--- config.mk ---
export PLATFORM = sky130hd
export DESIGN_NAME = dbg_dump_ctrl
export DESIGN_NICKNAME = d
export VERILOG_FILES = /design/src/rtl/dbg_dump_ctrl.sv
export SDC_FILE = /design/constraint.sdc
export NUM_CORES = 2
export LEC_CHECK = 0
export ABC_AREA = 1
export CORE_AREA = 4 4 436 438
export CTS_CLUSTER_SIZE = 28
export DETAILED_ROUTE_END_ITERATION = 10
export DIE_AREA = 0 0 440 442
export PLACE_DENSITY = 0.49
export SYNTH_ARGS = -nofsm -noshare
export SYNTH_HDL_FRONTEND = slang
export SYNTH_SLANG_ARGS = --single-unit
--- constraint.sdc ---
create_clock -name clk -period 45.6 [get_ports clk]
set_clock_uncertainty 0.1 [all_clocks]
set_input_delay 9.12 -clock clk [delete_from_list [all_inputs] [get_ports clk]]
set_output_delay 9.12 -clock clk [all_outputs]
set_load 0.01 [all_outputs]
--- src/rtl/dbg_dump_ctrl.sv ---
`default_nettype none
// ============================================================================
// Module   : dbg_dump_ctrl
// Purpose  : Debug-dump controller between uart_rx, the pipeline under test
//            and the TX byte FIFO feeding uart_tx. A received command byte
//            optionally single-steps the pipeline clock. The controller then
//            snapshots NUM_WORDS debug words and streams them into the FIFO
//            one byte per cycle: word 0 first, least significant byte first.
//            The stream pauses whenever the FIFO reports full.
// Ports    : clk          - system clock
//            rst          - asynchronous active-high reset
//            rx_data      - received byte from uart_rx
//            rx_data_rdy  - one-cycle strobe, rx_data valid
//            dump_data    - flattened debug bus, word k at [k*WORD_W +: WORD_W]
//            fifo_full    - TX FIFO full flag
//            fifo_din     - byte written to the FIFO (registered)
//            fifo_wr_en   - FIFO write strobe (registered)
//            step_clk     - pipeline clock, one clk cycle high per step
//            busy         - controller is not idle
//            dump_done    - one-cycle pulse after the last byte of a dump
// Options  : DBG_DUMP_HEADER_EN - when defined, each dump starts with two
//            header bytes: 0xA5 and then an 8-bit frame counter.
// Revision : 1.0 - initial release
// ============================================================================
module dbg_dump_ctrl #(
  parameter int         NUM_WORDS     = 34,
  parameter int         WORD_W        = 32,
  parameter logic [7:0] STEP_CMD      = 8'h41,
  parameter logic [7:0] DUMP_CMD      = 8'h44,
  parameter int         SETTLE_CYCLES = 2
) (
  input  logic                        clk,
  input  logic                        rst,
  input  logic [7:0]                  rx_data,
  input  logic                        rx_data_rdy,
  input  logic [NUM_WORDS*WORD_W-1:0] dump_data,
  input  logic                        fifo_full,
  output logic [7:0]                  fifo_din,
  output logic                        fifo_wr_en,
  output logic                        step_clk,
  output logic                        busy,
  output logic                        dump_done
);

  localparam int DATA_W    = NUM_WORDS * WORD_W;
  localparam int PAY_BYTES = DATA_W / 8;
`ifdef DBG_DUMP_HEADER_EN
  localparam int HDR_BYTES = 2;
`else
  localparam int HDR_BYTES = 0;
`endif
  localparam int TOTAL = PAY_BYTES + HDR_BYTES;
  // The index must be able to hold TOTAL itself. SEND spends one extra
  // cycle at index TOTAL so that the last registered write is on the bus
  // before DONE is entered.
  localparam int IDX_W = $clog2(TOTAL + 1);
  localparam logic [IDX_W-1:0] IDX_END     = IDX_W'(TOTAL);
  localparam logic [3:0]       SETTLE_LAST = 4'(SETTLE_CYCLES - 1);

  generate
    if ((WORD_W % 8) != 0 || WORD_W < 8) begin : g_bad_word_w
      $error("dbg_dump_ctrl: WORD_W must be a non-zero multiple of 8");
    end
    if (NUM_WORDS < 1 || NUM_WORDS > 255) begin : g_bad_num_words
      $error("dbg_dump_ctrl: NUM_WORDS must be in 1..255");
    end
    if (SETTLE_CYCLES < 1 || SETTLE_CYCLES > 15) begin : g_bad_settle
      $error("dbg_dump_ctrl: SETTLE_CYCLES must be in 1..15");
    end
  endgenerate

  typedef enum logic [2:0] {
    ST_IDLE   = 3'd0,
    ST_STEP   = 3'd1,
    ST_SETTLE = 3'd2,
    ST_SNAP   = 3'd3,
    ST_SEND   = 3'd4,
    ST_DONE   = 3'd5
  } state_t;

  state_t              state_q,     state_d;
  logic [IDX_W-1:0]    idx_q,       idx_d;
  logic [3:0]          settle_q,    settle_d;
  logic [DATA_W-1:0]   snap_q,      snap_d;
  logic [7:0]          fifo_din_q,  fifo_din_d;
  logic                fifo_wr_q,   fifo_wr_d;
  logic                step_clk_q,  step_clk_d;
  logic                dump_done_q, dump_done_d;

  logic [IDX_W-1:0]    pay_idx;
  logic [7:0]          pay_byte;
  logic [7:0]          send_byte;

  // --------------------------------------------------------------------------
  // Byte selection from the snapshot
  // --------------------------------------------------------------------------
`ifdef DBG_DUMP_HEADER_EN
  logic [7:0] frame_q, frame_d;

  // The header occupies stream positions 0 and 1. At those positions the
  // payload index wraps past every valid payload byte, so it never aliases.
  assign pay_idx = idx_q - IDX_W'(HDR_BYTES);

  always_comb begin
    if (idx_q == IDX_W'(0)) begin
      send_byte = 8'hA5;
    end else if (idx_q == IDX_W'(1)) begin
      send_byte = frame_q;
    end else begin
      send_byte = pay_byte;
    end
  end

  // The frame counter advances once per completed dump and wraps 255 -> 0.
  always_comb begin
    frame_d = frame_q;
    if (state_q == ST_DONE) begin
      frame_d = frame_q + 8'd1;
    end
  end

  always_ff @(posedge clk or posedge rst) begin
    if (rst) begin
      frame_q <= 8'h00;
    end else begin
      frame_q <= frame_d;
    end
  end
`else
  assign pay_idx   = idx_q;
  assign send_byte = pay_byte;
`endif

  always_comb begin
    pay_byte = 8'h00;
    for (int i = 0; i < PAY_BYTES; i++) begin
      if (pay_idx == IDX_W'(i)) begin
        pay_byte = snap_q[i*8 +: 8];
      end
    end
  end

  // --------------------------------------------------------------------------
  // Next-state and output logic
  // --------------------------------------------------------------------------
  always_comb begin
    state_d     = state_q;
    idx_d       = idx_q;
    settle_d    = settle_q;
    snap_d      = snap_q;
    fifo_din_d  = fifo_din_q;
    fifo_wr_d   = 1'b0;
    step_clk_d  = 1'b0;
    dump_done_d = 1'b0;

    case (state_q)
      ST_IDLE: begin
        // Commands are only looked at here. Strobes in any other state are
        // dropped, so there is no queuing.
        if (rx_data_rdy) begin
          if (rx_data == STEP_CMD) begin
            state_d = ST_STEP;
          end else if (rx_data == DUMP_CMD) begin
            state_d = ST_SNAP;
          end
        end
      end

      ST_STEP: begin
        settle_d = 4'd0;
        state_d  = ST_SETTLE;
      end

      ST_SETTLE: begin
        if (settle_q == SETTLE_LAST) begin
          settle_d = 4'd0;
          state_d  = ST_SNAP;
        end else begin
          settle_d = settle_q + 4'd1;
        end
      end

      ST_SNAP: begin
        snap_d  = dump_data;
        idx_d   = '0;
        state_d = ST_SEND;
      end

      ST_SEND: begin
        if (idx_q == IDX_END) begin
          // The last byte is now on the bus. Finish without writing again.
          state_d = ST_DONE;
        end else if (!fifo_full) begin
          // The full flag is one cycle late, so the write decision uses the
          // live flag. The decision and the byte are registered together.
          fifo_wr_d  = 1'b1;
          fifo_din_d = send_byte;
          idx_d      = idx_q + IDX_W'(1);
        end
      end

      ST_DONE: begin
        idx_d   = '0;
        state_d = ST_IDLE;
      end

      default: begin
        state_d = ST_IDLE;
      end
    endcase

    // Registered so that step_clk and dump_done line up exactly with the
    // STEP and DONE state cycles.
    step_clk_d  = (state_d == ST_STEP);
    dump_done_d = (state_d == ST_DONE);
  end

  // --------------------------------------------------------------------------
  // State registers
  // --------------------------------------------------------------------------
  always_ff @(posedge clk or posedge rst) begin
    if (rst) begin
      state_q     <= ST_IDLE;
      idx_q       <= '0;
      settle_q    <= 4'd0;
      snap_q      <= '0;
      fifo_din_q  <= 8'h00;
      fifo_wr_q   <= 1'b0;
      step_clk_q  <= 1'b0;
      dump_done_q <= 1'b0;
    end else begin
      state_q     <= state_d;
      idx_q       <= idx_d;
      settle_q    <= settle_d;
      snap_q      <= snap_d;
      fifo_din_q  <= fifo_din_d;
      fifo_wr_q   <= fifo_wr_d;
      step_clk_q  <= step_clk_d;
      dump_done_q <= dump_done_d;
    end
  end

  assign fifo_din   = fifo_din_q;
  assign fifo_wr_en = fifo_wr_q;
  assign step_clk   = step_clk_q;
  assign dump_done  = dump_done_q;
  assign busy       = (state_q != ST_IDLE);

endmodule
`default_nettype wire
**Yosys cells after proc, flatten, opt, wreduce, memory -nomap -nowiden**

Index checks and enable logic that the tools add are counted.

- Bitwise operators: 2
- Muxes and demuxes: 150
- Equality and inequality tests: 148
- Reductions and logical operators: 8
- Add/sub/neg operators: 2

Operators by type and width:

| kind | number |
|---|---|
| 2-to-1 mux 8 bit | 138 |
| equality test 8 x 7 -> 1 bit, second input constant | 66 |
| equality test 8 x 6 -> 1 bit, second input constant | 32 |
| equality test 8 x 5 -> 1 bit, second input constant | 16 |
| equality test 8 bit, second input constant | 9 |
| equality test 8 x 4 -> 1 bit, second input constant | 8 |
| equality test 8 x 3 -> 1 bit, second input constant | 4 |
| equality test 8 x 2 -> 1 bit, second input constant | 2 |
| one-hot mux 8 bit (2 select lines) | 1 |
| 2-to-1 mux 3 bit | 5 |
| one-hot mux 3 bit (5 select lines) | 1 |
| equality test 3 bit, second input constant | 3 |
| adder 8 x 1 -> 8 bit, second input constant | 1 |
| equality test 8 x 1 -> 1 bit, second input constant | 1 |
| zero test 8 bit | 1 |
| one-hot mux 4 bit (2 select lines) | 1 |
| equality test 3 x 1 -> 1 bit, second input constant | 2 |
| equality test 3 x 2 -> 1 bit, second input constant | 2 |
| AND reduction 3 bit | 2 |
| adder 4 x 1 -> 4 bit, second input constant | 1 |
| equality test 4 x 1 -> 1 bit, second input constant | 1 |
| 2-to-1 mux 4 bit | 1 |
| inequality test 2 bit, second input constant | 2 |
| nonzero test 2 bit | 2 |
| 5 further kinds | 8 |

- Register bits after elaboration: 1,114
- Output and inout port bits: 12

**Logic depth before layout (Yosys ltp)**

- Depth after elaboration: 137
- Depth in mapped cells: 143

**Worst setup path before layout**

No wires, ideal clock.

- Kind: input-to-reg
- From: input fifo_full
- To: register idx_q[7]
- Cell stages on the path: 6
- Arrival time: 10.350 ns
- Data required time: 45.377 ns
- Setup slack: 35.027 ns
- Path buffers: 0
- Cell sequence: nor3_1 > nor2_1 > nor4_1 > nand2_1 > o21ai_0 > a21oi_1

- Cells in the longest elaborated chain, start to end: 2

Ends and longest elaborated chain:

| item | line | RTL |
|---|---|---|
| from (decl) | 37 | `input logic fifo_full,` |
| inequality test 2 bit (no source line) | n/a |  |
| AND reduction 3 bit (no source line) | n/a |  |
| to (signal assigned) | 233 | `idx_q <= idx_d;` |
| to (decl) | 82 | `logic [IDX_W-1:0] idx_q, idx_d;` |

Every way passes these cells.
A chain may end at the register's enable or synchronous reset.

==> impl_metrics.tcl <==
set metrics [dict create \
    maxCapViolCount 0 \
    hold_viol 0 \
    place.detailed.instances 10011 \
    dp_slack_ns 31.54 \
    placement.io_buffers 1111 \
    hpwlAfterDp_um 185000 \
    yosys_warnings 0 \
    run_status "finished, final reports clean" \
    synth_seq_cells 1114 \
    globalRouteOverflowTotal 0 \
    setup.worst_path.end_class "async pin" \
    drive_gt1_share_pct 12.5 \
    endpoints_failing_setup 0 \
    static-leakage-power_uw 0.0336 \
    power_density_over_the_cells_nw_per_um2 61.1 \
    synth.cell_area_sq_um 55600 \
    timing.setup.critical_path_class "in2async" \
    cts_setup_buffers 0 \
    numClockSinks 1114 \
    initial_core_utilization_pct 29.8 \
    drt_first_iter_violations 3428 \
    postLayoutSetupSlackWorst_ns 32.48 \
    synth-seq-area-share_pct 50.1 \
    core_area_sq_um 187000 \
    r2r-start "idx_q[0]$_DFFE_PP0P_" \
    yosys_most_used_dff "sky130_fd_sc_hd__dfrtp_1" \
    pin_count 1112 \
    cts.reportedPaths.clkPinSlew_ns 0.05 \
    maximum_vdd_drop_uv 26.9 \
    cts_resized 0 \
    worst_reg_to_reg_cells 137 \
    worstHoldPathType "reg2reg" \
    synth_top_area_share_pct 50.1 \
    final.setup.tns_ns 0 \
    number_of_enable_flip_flop_cells_after_synthesis 0 \
    grt_first_pass_wirelength_um 339000 \
    synth_top_area_cell "sky130_fd_sc_hd__dfrtp_1" \
    post-route-period-util_pct 28.8 \
    finalNetCount 8764 \
    area_growth_pct 33.0 \
    routed_wirelength_um 239000 \
    critPathCapture "snap_q[106]$_DFFE_PP0P_" \
    gp_congestion 0.918 \
    router_iterations_before_antenna_repair 5 \
    cts_root_buffer "sky130_fd_sc_hd__clkbuf_16" \
    r2r_setup_slack_ns 32.71 \
    worst_setup_path_start_kind "input port" \
    power.total_uw 4520 \
    cts_tree "done" \
    slew-limit-headroom_pct 16.4 \
    placementRows 159 \
    cts_buffer_depth 3 \
    drc 0 \
    asyncSetResetFlopFracSynth_pct 100 \
    drtAntennaViolNets 0 \
    fmaxAchievable_mhz 76.2 \
    design.die.area_sq_um 194000 \
    startpoint "rst" \
    tightest_slew_ns 1.25 \
    post_drt_wl_per_cell_um 23.2 \
    first_global_vias 48460 \
    unrepaired_setup_endpoints_after_global_routing "false" \
    chipWidth_um 440 \
    mappedNetlistNets 7734 \
    route.vias.total 47881 \
    syn-mean-instance-area_sq_um 8.39 \
    grt_max_degree 194 \
    layoutNonFillerInstCount 10316 \
    slew_viol_final 0 \
    synth.distinct_cells 40 \
    syn_inst 6628 \
    cts_hold_repair.buffers 0 \
    period_minus_slack_ns 13.13 \
    timing.critical_path.arrival_ns 13.78 \
    worstSkewPairLatency_ns 0.77 \
    grt_antenna_before_repair 130 \
    netlist_top_cells_area "sky130_fd_sc_hd__dfrtp_1 50%, sky130_fd_sc_hd__mux2_2 13%, sky130_fd_sc_hd__nand2_1 9.1%, sky130_fd_sc_hd__inv_1 8.3%, sky130_fd_sc_hd__o21ai_0 5.7%" \
    global_route.usage.total_pct 23.9 \
    avgViaCountPerCell 4.64 \
    cp_data_required_time_ns 46.26 \
    r2r_end "fifo_din[2]$_DFFE_PP0P_" \
    cts_htree_levels 4 \
    path_max_fanout 170 \
    die_h_um 442 \
    number_of_buffers_inserted_during_clock_tree_synthesis 140 \
]
[cells in the final DEF (no fill, tap or decap), types with 6 or more instances in the layout]
master	count
sky130_fd_sc_hd__o21ai_0	632
sky130_fd_sc_hd__nor2_2	6
sky130_fd_sc_hd__inv_6	6
sky130_fd_sc_hd__nand3_1	96
sky130_fd_sc_hd__clkbuf_1	34
sky130_fd_sc_hd__o21ai_1	8
sky130_fd_sc_hd__dfrtp_1	1114
sky130_fd_sc_hd__o211ai_1	8
sky130_fd_sc_hd__nand2_1	1349
sky130_fd_sc_hd__clkbuf_16	146
sky130_fd_sc_hd__buf_4	49
sky130_fd_sc_hd__diode_2	68
sky130_fd_sc_hd__clkbuf_8	33
sky130_fd_sc_hd__or2_2	19
sky130_fd_sc_hd__bufinv_16	8
sky130_fd_sc_hd__a21oi_1	520
sky130_fd_sc_hd__nor2_1	614
sky130_fd_sc_hd__clkinv_2	8
sky130_fd_sc_hd__mux2_2	659
sky130_fd_sc_hd__clkdlybuf4s50_1	1111
sky130_fd_sc_hd__nand4_1	34
sky130_fd_sc_hd__inv_1	1223
sky130_fd_sc_hd__ha_1	6
sky130_fd_sc_hd__nand3b_1	8
sky130_fd_sc_hd__inv_2	9
[per-layer routing]
layer	vias up	wire (um)	GRT usage, %
li1	22841	-	-
met1	23410	100000	30.0
met2	1237	120000	40.8
met3	381	9660	3.46
met4	12	9090	10.7
met5	-	78	0
[where the power goes]
part	internal (uW)	leakage [uW]	switching, uW	total, uW
registers	1500	0.0129	234	1730
clock network	681	0.00226	449	1130
logic	697	0.0185	962	1660
total	2870	0.0336	1640	4520
[critical path: stages]
cell	delay (ns)
sky130_fd_sc_hd__clkdlybuf4s50_1	0.49
sky130_fd_sc_hd__inv_8	0.47
sky130_fd_sc_hd__buf_12	0.67
sky130_fd_sc_hd__buf_4	0.77
sky130_fd_sc_hd__buf_4	0.87
sky130_fd_sc_hd__buf_4	0.84
[how the worst min path moves through the flow]
stage	from	to	depth (start not counted)
finish	fifo_din[3]$_DFFE_PP0P_	fifo_din[3]$_DFFE_PP0P_	2
global route	snap_q[222]$_DFFE_PP0P_	snap_q[222]$_DFFE_PP0P_	1
CTS	fifo_din[0]$_DFFE_PP0P_	fifo_din[0]$_DFFE_PP0P_	2
detailed placement	fifo_din[0]$_DFFE_PP0P_	fifo_din[0]$_DFFE_PP0P_	2
global placement	fifo_din[0]$_DFFE_PP0P_	fifo_din[0]$_DFFE_PP0P_	2
floorplan	settle_q[2]$_DFFE_PP0P_	settle_q[2]$_DFFE_PP0P_	1
[area by class of cell]
class	count	area, sq um
antenna	68	170
clock buffer	213	4240
clock inverter	24	357
fill	19272	113000
inverter	1239	4660
multi-input combinational	3999	22000
sequential	1114	27900
tap	2495	3120
timing repair buffer	1164	11600
[synth_stat cells (5+ instances only)]
| library cell | count |
|---|---|
| sky130_fd_sc_hd__mux2_2 | 659 |
| sky130_fd_sc_hd__nor2_2 | 5 |
| sky130_fd_sc_hd__dfrtp_1 | 1114 |
| sky130_fd_sc_hd__ha_1 | 6 |
| sky130_fd_sc_hd__or2_2 | 19 |
| sky130_fd_sc_hd__o21ai_0 | 632 |
| sky130_fd_sc_hd__buf_1 | 21 |
| sky130_fd_sc_hd__clkinv_1 | 5 |
| sky130_fd_sc_hd__o21ai_1 | 8 |
| sky130_fd_sc_hd__nand3_1 | 98 |
| sky130_fd_sc_hd__buf_2 | 23 |
| sky130_fd_sc_hd__nand3b_1 | 8 |
| sky130_fd_sc_hd__nand2_1 | 1349 |
| sky130_fd_sc_hd__nor2_1 | 615 |
| sky130_fd_sc_hd__buf_4 | 11 |
| sky130_fd_sc_hd__nor2_4 | 5 |
| sky130_fd_sc_hd__a21oi_1 | 520 |
| sky130_fd_sc_hd__inv_1 | 1225 |
| sky130_fd_sc_hd__o211ai_1 | 8 |
| sky130_fd_sc_hd__clkbuf_1 | 220 |
| sky130_fd_sc_hd__nor3_1 | 6 |
| sky130_fd_sc_hd__inv_2 | 8 |
| sky130_fd_sc_hd__nand4_1 | 34 |
[state kept, by name, indices dropped and copies added (netlist names)]
signal / count
fifo_din: 8
idx_q: 8
settle_q: 4
fifo_wr_en: 1
step_clk: 1
dump_done: 1
snap_q: 1088
state_q: 3
[logic make-up after synthesis]
kind of cell	after synthesis	synth area share (%)
multiplexers	659	13.3
AND/OR/NAND/NOR	2152	15.3
AO/OA/AOI/OAI	1179	10.7
buffers and inverters	1515	10.4
flip-flops	1114	50.1
adder cells (fa/ha/maj)	6	0.135
XOR/XNOR	3	0.0473
[through the flow]
step                      utilization, %  area, sq um  hold slack [ns]
after CTS                           39.6        73800            0.388
after global placement              37.1        69200            0.366
final                               39.6        74000            0.382
after floorplan                        -        55600            0.357
after global routing                39.6        73900            0.410
after detailed placement            37.1        69200            0.373
Note: power is estimated with default switching activity, not from simulation.
